File: config.mk
export PLATFORM = sky130hd
export DESIGN_NAME = afficheur7s_scan
export DESIGN_NICKNAME = d
export VERILOG_FILES = /design/src/rtl/afficheur7s_scan_pkg.sv /design/src/rtl/afficheur7s_scan_hex7seg.sv /design/src/rtl/afficheur7s_scan.sv
export SDC_FILE = /design/constraint.sdc
export NUM_CORES = 1
export LEC_CHECK = 0
export CAP_MARGIN = 15
export CORE_ASPECT_RATIO = 0.75
export CORE_MARGIN = 2
export CORE_UTILIZATION = 50
export DETAILED_ROUTE_END_ITERATION = 10
export PLACE_DENSITY = 0.84
export SLEW_MARGIN = 20
export SYNTH_ARGS = -nofsm -noshare
export SYNTH_HDL_FRONTEND = slang
export SYNTH_SLANG_ARGS = --single-unit
File: constraint.sdc
create_clock -name Clk -period 7.4 [get_ports Clk]
set_input_delay 1.48 -clock Clk [delete_from_list [all_inputs] [get_ports Clk]]
set_output_delay 1.48 -clock Clk [all_outputs]
set_load 0.02 [all_outputs]
File: src/rtl/afficheur7s_scan_pkg.sv
// Shared constants for the multiplexed seven-segment driver: hex glyphs (active-high, a..g
// MSB-first), the blank pattern, the digit-count limit and a width helper.
package afficheur7s_scan_pkg;

  localparam int unsigned MaxDigits = 8;

  localparam logic [6:0] SegOff = 7'b0000000;

  localparam logic [6:0] Glyph0 = 7'b1111110;
  localparam logic [6:0] Glyph1 = 7'b0110000;
  localparam logic [6:0] Glyph2 = 7'b1101101;
  localparam logic [6:0] Glyph3 = 7'b1111001;
  localparam logic [6:0] Glyph4 = 7'b0110011;
  localparam logic [6:0] Glyph5 = 7'b1011011;
  localparam logic [6:0] Glyph6 = 7'b1011111;
  localparam logic [6:0] Glyph7 = 7'b1110010;
  localparam logic [6:0] Glyph8 = 7'b1111111;
  localparam logic [6:0] Glyph9 = 7'b1111011;
  localparam logic [6:0] GlyphA = 7'b1110111;
  localparam logic [6:0] GlyphB = 7'b0011111;
  localparam logic [6:0] GlyphC = 7'b1001110;
  localparam logic [6:0] GlyphD = 7'b0111101;
  localparam logic [6:0] GlyphE = 7'b1001111;
  localparam logic [6:0] GlyphF = 7'b1000111;

  // Bits needed to hold 0..value-1; never less than 1 so a single-digit bank still gets a counter.
  function automatic int unsigned clog2(input int unsigned value);
    int unsigned w;
    w = 1;
    for (int i = 1; i < 32; i++) begin
      if ((32'd1 << i) < value) w = i + 1;
    end
    return w;
  endfunction

endpackage

File: src/rtl/afficheur7s_scan_hex7seg.sv
// Combinational hex nibble to active-high seven-segment glyph (a..g, MSB = a).
module afficheur7s_scan_hex7seg
  import afficheur7s_scan_pkg::*;
(
  input  logic [3:0] nibble_i,
  output logic [6:0] glyph_o
);

  always_comb begin
    glyph_o = SegOff;
    unique case (nibble_i)
      4'h0: glyph_o = Glyph0;
      4'h1: glyph_o = Glyph1;
      4'h2: glyph_o = Glyph2;
      4'h3: glyph_o = Glyph3;
      4'h4: glyph_o = Glyph4;
      4'h5: glyph_o = Glyph5;
      4'h6: glyph_o = Glyph6;
      4'h7: glyph_o = Glyph7;
      4'h8: glyph_o = Glyph8;
      4'h9: glyph_o = Glyph9;
      4'hA: glyph_o = GlyphA;
      4'hB: glyph_o = GlyphB;
      4'hC: glyph_o = GlyphC;
      4'hD: glyph_o = GlyphD;
      4'hE: glyph_o = GlyphE;
      4'hF: glyph_o = GlyphF;
    endcase
  end

endmodule

File: src/rtl/afficheur7s_scan.sv
// Time-multiplexed seven-segment bank driver: frame-latched inputs, one digit per slot,
// leading-zero suppression, per-digit blanking, decimal points and inter-slot dead time.
module afficheur7s_scan
  import afficheur7s_scan_pkg::*;
#(
  parameter int unsigned N_DIGITS       = 4,
  parameter int unsigned CLK_DIV        = 50000,
  parameter int unsigned DEAD_CYCLES    = 16,
  parameter bit          COMMON_ANODE   = 1'b1,
  parameter bit          DIG_ACTIVE_LOW = 1'b1
) (
  input  logic                    Clk,
  input  logic                    Reset,
  input  logic [4*N_DIGITS-1:0]   Value,
  input  logic [N_DIGITS-1:0]     Blank,
  input  logic [N_DIGITS-1:0]     DpIn,
  input  logic                    Lzs,
  output logic [0:6]              Seg,
  output logic                    Dp,
  output logic [N_DIGITS-1:0]     Dig,
  output logic                    FrameTick
);

  localparam int unsigned DivW = clog2(CLK_DIV);
  localparam int unsigned IdxW = clog2(N_DIGITS);

  localparam logic [6:0]          SegInv = {7{COMMON_ANODE}};
  localparam logic [N_DIGITS-1:0] DigInv = {N_DIGITS{DIG_ACTIVE_LOW}};

  if (N_DIGITS == 0 || N_DIGITS > MaxDigits) begin : gen_bad_n_digits
    $error("N_DIGITS must be in 1..%0d", MaxDigits);
  end
  if (CLK_DIV < 2 || DEAD_CYCLES >= CLK_DIV) begin : gen_bad_timing
    $error("need CLK_DIV >= 2 and DEAD_CYCLES < CLK_DIV");
  end

  logic [DivW-1:0]       div_q, div_d;
  logic [IdxW-1:0]       idx_q, idx_d;
  logic                  start_q;
  logic [4*N_DIGITS-1:0] value_q;
  logic [N_DIGITS-1:0]   blank_q, dpin_q;
  logic                  lzs_q;
  logic [6:0]            seg_q;
  logic                  dp_q;
  logic [N_DIGITS-1:0]   dig_q;
  logic                  tick_q;

  logic                  div_wrap, idx_wrap, frame_latch, in_dead;
  logic [N_DIGITS-1:0]   supp, dig_on;
  logic                  zero_run, blank_cur, dp_cur, dp_on;
  logic [3:0]            nibble;
  logic [6:0]            glyph, seg_on;

  assign div_wrap    = (div_q == DivW'(CLK_DIV - 1));
  assign idx_wrap    = (idx_q == IdxW'(N_DIGITS - 1));
  // start_q marks the first edge after reset, which latches a frame without advancing the scan.
  assign frame_latch = start_q | (div_wrap & idx_wrap);
  assign in_dead     = (32'(div_q) < DEAD_CYCLES);

  assign div_d = div_wrap ? '0 : div_q + DivW'(1);
  assign idx_d = div_wrap ? (idx_wrap ? '0 : idx_q + IdxW'(1)) : idx_q;

  // A digit is suppressed when it and every more-significant digit are zero; digit 0 never is.
  always_comb begin
    zero_run = 1'b1;
    supp     = '0;
    for (int i = N_DIGITS - 1; i >= 1; i--) begin
      zero_run = zero_run & (value_q[i*4 +: 4] == 4'h0);
      supp[i]  = lzs_q & zero_run;
    end
  end

  always_comb begin
    nibble    = 4'h0;
    blank_cur = 1'b0;
    dp_cur    = 1'b0;
    dig_on    = '0;
    for (int i = 0; i < N_DIGITS; i++) begin
      if (idx_q == IdxW'(i)) begin
        nibble    = value_q[i*4 +: 4];
        blank_cur = blank_q[i] | supp[i];
        dp_cur    = dpin_q[i];
        dig_on[i] = ~in_dead;
      end
    end
  end

  afficheur7s_scan_hex7seg u_hex7seg (
    .nibble_i (nibble),
    .glyph_o  (glyph)
  );

  assign seg_on = (in_dead | blank_cur) ? SegOff : glyph;
  assign dp_on  = ~in_dead & dp_cur;

  always_ff @(posedge Clk) begin
    if (Reset) begin
      div_q   <= '0;
      idx_q   <= '0;
      start_q <= 1'b1;
      value_q <= '0;
      blank_q <= '0;
      dpin_q  <= '0;
      lzs_q   <= 1'b0;
      seg_q   <= SegOff ^ SegInv;
      dp_q    <= COMMON_ANODE;
      dig_q   <= DigInv;
      tick_q  <= 1'b0;
    end else begin
      tick_q <= frame_latch;
      if (frame_latch) begin
        value_q <= Value;
        blank_q <= Blank;
        dpin_q  <= DpIn;
        lzs_q   <= Lzs;
      end
      if (start_q) begin
        start_q <= 1'b0;
        seg_q   <= SegOff ^ SegInv;
        dp_q    <= COMMON_ANODE;
        dig_q   <= DigInv;
      end else begin
        div_q <= div_d;
        idx_q <= idx_d;
        seg_q <= seg_on ^ SegInv;
        dp_q  <= dp_on ^ COMMON_ANODE;
        dig_q <= dig_on ^ DigInv;
      end
    end
  end

  assign Seg       = seg_q;
  assign Dp        = dp_q;
  assign Dig       = dig_q;
  assign FrameTick = tick_q;

endmodule

; Yosys cells after proc, flatten, opt, wreduce, memory -nomap -nowiden
; Memories as Yosys holds them, arrays and structs flattened.
; Cells that the tools add are included.
; W data, S select, Z words.
[classes]
n_reduce_logical = 6
mux = 20
n_bitwise = 17
n_addsub = 2
order_cmp = 1
eq_ne = 4
[op_table]
columns = operator, n
row1 = $add A16 B1 Y16 const B, 1
row2 = $eq A16 B16 Y1 const B, 1
row3 = $lt A16 B5 Y1 const B, 1
row4 = $mux W16, 1
row5 = $mux W4, 4
row6 = $mux W1, 13
row7 = $logic_not A4 Y1, 3
row8 = $and A1 B1 Y1, 7
row9 = $mux W7, 1
row10 = $not A7 Y7, 1
row11 = $or A1 B1 Y1, 5
row12 = $eq A2 B2 Y1 const B, 2
row13 = $not A4 Y4, 1
row14 = $not A1 Y1, 3
row15 = $add A2 B1 Y2 const B, 1
row16 = $eq A2 B1 Y1 const B, 1
row17 = $logic_not A2 Y1, 1
row18 = $mux W2, 1
row19 = $reduce_and A2 Y1, 1
row20 = $reduce_or A2 Y1, 1
[word_totals]
mem_count = 1
romBits = 112
register_bits = 57
out_inout_bits = 13
elab_cells = 62
input_bits = 27
[mem_list]
columns = name, depth, width, rd, rd_ports_with_merged_regs, write_ports, line_no
row1 = (no name shown), 16, 7, 1, 0, 0, afficheur7s_scan_hex7seg.sv:11  ; unique case (nibble_i)

; Longest topological paths before layout
[logic_depth]
ltp_word = 11
mapped_depth = 11
ltp_nobuf = 10

; Cells and area by module
; A second synthesis with hierarchy kept.
[hier_totals]
hier_cells = 317
area_unflattened_um2 = 2911.5
[modules_own_cells]
columns = module, cells_per_inst, n_inst, seq_area_each_um2, area_each_um2
row1 = afficheur7s_scan, 285, 1, 1141.1, 2635.0
row2 = afficheur7s_scan_hex7seg, 32, 1, 0.0, 276.5

; Worst setup path after synthesis
; Ideal clock, no wire load.
[synth_path]
path_kind = input to register
startpoint = in Reset
endpoint = reg seg_q[4] (netlist: Seg[2])
arrival_ns = 2.434
setup_time_ns = 0.137
cell_stages = 3
required_time_ns = 7.263
path_buffers = 0
slack_ns = 4.830
path_cell_list = a311oi_1 -> o311a_1 -> o221ai_1
[synth_via]
elab_chain_len = 1
[synth_lines]
columns = element, line_no
row1 = "start, declared", afficheur7s_scan.sv:13  ; input logic Reset,
row2 = $reduce_or A2 Y1 (no source line), n/a
row3 = "end signal, assigned", afficheur7s_scan.sv:105  ; seg_q <= SegOff ^ SegInv;
row4 = "end signal, assigned", afficheur7s_scan.sv:119  ; seg_q <= SegOff ^ SegInv;
row5 = "end signal, assigned", afficheur7s_scan.sv:125  ; seg_q <= seg_on ^ SegInv;
row6 = "end, declared", afficheur7s_scan.sv:43  ; logic [6:0] seg_q;
; No other way between the ends.
; A chain may end at the register's enable or synchronous reset.

; Worst setup path in the final report
[layout_path]
startpoint = reg idx_q[0]
endpoint = reg seg_q[3] (netlist: Seg[3])
[layout_via]
elab_chain_len = 8
word_cells_on_any_way = 16
classes_between = eq/ne (3) / mux (9) / bitwise (2) / reduce/logical (1) / memory (1)
[layout_lines]
columns = element, line_no
row1 = "start, declared", afficheur7s_scan.sv:38  ; logic [IdxW-1:0] idx_q, idx_d;
row2 = "start signal, assigned", afficheur7s_scan.sv:124  ; idx_q <= idx_d;
row3 = $logic_not A2 Y1, afficheur7s_scan.sv:79  ; if (idx_q == IdxW'(i)) begin
row4 = $mux W4 / $mux W1 (equally long branches) (4 in series), afficheur7s_scan.sv:79
row5 = $mem_v2 Z16 W7 / $or A1 B1 Y1 (equally long branches), n/a
row6 = $mux W7 (*), afficheur7s_scan.sv:93  ; assign seg_on = (in_dead | blank_cur) ? SegOff : glyph;
row7 = $not A7 Y7 (no source line) (*), n/a
; Every way passes the cells marked *; elsewhere a longest branch is shown, timed or not.

==> flow_results.org <==
** Run status
- The run finished with clean final reports.

** Clock tree
- Total setup buffers inserted after CTS :: 0
- TritonCTS built the clock tree.
- After clock tree synthesis, the clock-pin slew on the worst setup and hold paths is 0.06 ns.
- In this run the number of H-tree levels came out at 3.
- Clock root cell :: clkbuf_8
- Sinks on Clock Net :: between 50 and 60
- Cts-stage hold buffer count :: 0
- Clock Latency Late Sink :: 0.34 ns
- In this run the deepest clock path goes through 2 buffers.
- Buffers inserted during clock tree synthesis total 9.
- Number of resized instances in the post-cts repair step :: 0

** Cells and area
- The post-route netlist has between 7 and 8% of its cells at a drive strength greater than 1.
- At the end of the flow, the number of nets in the layout was between 300 and 400.
- At the end of the flow the core is filled with cells to around 64%.
- 0 antenna diodes ended up in the layout.
- The filler cells instantiated in the layout total 401.
- Combined area of the multi-input logic cells :: roughly 1300 sq um
- Sequential cell area in the final layout :: around 1100 sq um
- Layout Area Growth over Synthesis :: 21.4%

** Logic synthesis
- Sorting the synthesized cells by how often they occur yields 57 x dfxtp_1, 49 x nor2_1, 29 x mux2i_1.
- Synthesis produced 276 cells.
- Average size of a mapped cell :: ~9.6 sq um
- In the post-synthesis netlist, the biggest area contributors are dfxtp_1 43%, mux2i_1 11%, nor2_1 7.0%.
- The mapped netlist covers 2640 sq um.
- Most frequent cell after synthesis :: dfxtp_1
- The biggest area contributor in the post-synthesis netlist is dfxtp_1.
- Count of different cell masters after synthesis :: 48
- Yosys warning total :: 0
- Net count of the mapped netlist :: 313
- Share of the yosys chip area belonging to registers :: between 40% and 50%
- Among all flip-flop cells after synthesis, the most frequent one is dfxtp_1.
- Register bit total from synthesis :: 57
- The synthesized design contains 0 enable-type register cells.
- For this run, asynchronously set or reset flops after synthesis account for 0%.
- Yosys top cell area share :: between 40 and 50%

** STA
- Hold is met by roughly 0.5 ns.
- Post-layout minimum cycle time :: slightly below 3 ns
- For this run, the top clock speed supported by timing is ~0.34 GHz.
- Final setup viols :: 0
- The worst pin sits at a relative slew slack of 25.3%.
- Setup repair after global routing left no endpoint under its margin.
- Period utilization :: between 30% and 40%
- Slew of the pin with the lowest slew margin :: approximately 1.1 ns
- Clock Skew :: ~0.0085 ns
- Number of failing hold endpoints at the final stage :: 0
- The total count of max-transition violations in the final report is 0.
- Total negative setup slack :: 0 ns

** Global routing
- Total congestion overflow after global routing :: 0
- The first global-routing pass estimated ~8.8 mm of wire.
- Maximum number of pins on one net before global-route repair :: 32
- Tot GR Track Use :: roughly 20%
- Initial antenna violation count :: 0
- Via count of the first global-routing pass :: around 1.8k

** Setup path
- Highest fanout seen on the critical path :: 18
- Kind of start point of the critical path :: flip-flop
- Type of element capturing the critical path :: flip-flop
- STA puts the critical path data required time at approximately 7.6 ns.
- Destination of the critical timing path :: Seg[3]
- Launch point of the critical path :: idx_q[0]
- Reg-to-reg critical path startpoint :: idx_q[0]
- Setup slack on the worst flop-to-flop path :: ~4.5 ns
- Endpoint arrival time on the critical path :: about 3.1 ns
- Startpoint-to-endpoint class of the critical path :: flip-flop to flip-flop
- Reg2Reg Depth :: 9
- Reg-to-reg endpoint :: Seg[3]

** Die
- Die Ht :: ~67 um
- Die X-Extent :: just under 90 um
- The die covers between 5000 and 6000 sq um.
- In this run the count of I/O pins placed on the die edge is 40.
- Number of rows created at floorplan :: 22
- Initial core utilization :: between 50 and 60%
- In this run the standard cell core region covers around 5000 sq um.

** Route
- Antenna Violating Nets Remaining :: 0
- After detailed routing, the number of remaining DRC violations is 0.
- Via-per-instance ratio :: about 5.4
- Before antenna repair, the detailed router went through 4 iterations.
- The detailed router finished its first iteration with around 170 violations.
- The routed layout has about 2.1k vias.
- In the final routed layout, each cell accounts on average for around 14 um.
- After detailed routing, the total wire length is 5.43 mm.

** Placement
- At the end of routability-driven placement, the weighted congestion stood at about 0.8.
- The wire-length estimate of the detail-placed layout is about 3.6 mm.
- During placement, the flow inserted port buffers numbering 39.

** Power
- Cell area power density :: around 220 nW/um^2
- Maximum VDD drop :: between 0.0001 and 0.00015 V
- In this run the static leakage power is 1.27 nW.

** Run
- Max-cap violations in this run came to 0.

** Min path
- In this run the most critical hold path is launched from dpin_q[3].
- Worst min-delay path class :: flip-flop to flip-flop
## sequential cells by signal, indices dropped and copies added (netlist names)
| register | cells |
|---|---|
| div_q | 16 |
| value_q | 16 |
| Seg | 7 |
| Dig | 4 |
| blank_q | 4 |
| dpin_q | 4 |
| idx_q | 2 |
| Dp | 1 |
| FrameTick | 1 |
| lzs_q | 1 |
| start_q | 1 |
## routing by layer
| metal | vias to the layer above | share of wire, % | GRT usage, % |
|---|---|---|---|
| met5 | - | 0 | 0 |
| met4 | 0 | 0.77 | 6.35 |
| met3 | 4 | 7.8 | 8.18 |
| met2 | 75 | 43 | 29.5 |
| met1 | 982 | 49 | 26.9 |
| li1 | 1033 | - | - |
## cells in the final DEF (no fill, tap or decap), types with 2 or more instances in the layout
master           instances
a211oi_1                 6
a21oi_1                  5
a221oi_1                 2
and3_1                   2
bufinv_16                2
clkbuf_8                 9
clkdlybuf4s50_1         38
clkinv_2                 3
dfxtp_1                 57
ha_1                    10
inv_1                   11
mux2_2                   2
mux2i_1                 29
nand2_1                 18
nand3_1                  4
nand3b_1                 4
nand4_1                  5
nor2_1                  49
nor2b_1                  4
nor3_1                   4
nor3b_1                  4
o211ai_1                 3
o21ai_0                  7
xnor2_1                  5
xor2_1                  10
## cells by family (layout without fill, tap and decap cells)
group | Yosys count | count (layout) | synth area share [%]
adders and majority gates | 10 | 10 | 4.74
and+or+nand+nor | 105 | 105 | 19.4
muxes | 31 | 31 | 11.9
buffers and inverters | 25 | 67 | 7.02
xor gates and xnor gates | 15 | 15 | 4.98
AOI/OAI and AO/OA | 33 | 33 | 8.73
DFF | 57 | 57 | 43.3
## metrics by stage
step                power (mW)  cells  cell area, sq um  worst slack, ns
floorplan                0.367    276              2640             4.83
global placement         0.384    374              3000             3.37
detailed placement       0.385    374              3000             3.32
CTS                      0.693    390              3210             3.69
global route             0.713    390              3200             4.23
finish                   0.689    390              3200             4.49
## critical path, stage by stage (launching register included)
cell and delay, ns:
dfxtp_1 0.41, ha_1 0.63, a211oi_1 0.11, a221oi_1 0.66, inv_1 0.20, ha_1 0.33
inv_1 0.05, o21a_1 0.13, a21boi_0 0.16, o21ai_0 0.10
## how the worst min path moves through the flow
stage                 endpoint  slack [ns]  cells after the start
floorplan                lzs_q        0.45                      2
global placement    blank_q[3]        0.47                      2
detailed placement   dpin_q[3]        0.49                      2
CTS                  dpin_q[3]        0.50                      2
global route        blank_q[2]        0.52                      2
finish               dpin_q[3]        0.50                      2
## where the power goes
part	total [mW]	switching, mW	internal, mW
Sequential	0.325	0.00765	0.317
Combinational	0.0553	0.0257	0.0296
Clock	0.309	0.122	0.188
## final cells by class
cell class              count  area share (%)
clock buffers              10            3.99
clock inverters             6            2.58
inverters                  11            1.29
multi-input cells         194            41.4
flip-flops and latches     57            35.6
well taps                  72            2.81
repair buffers             40            12.3
Power figures use the tool's default switching activity.
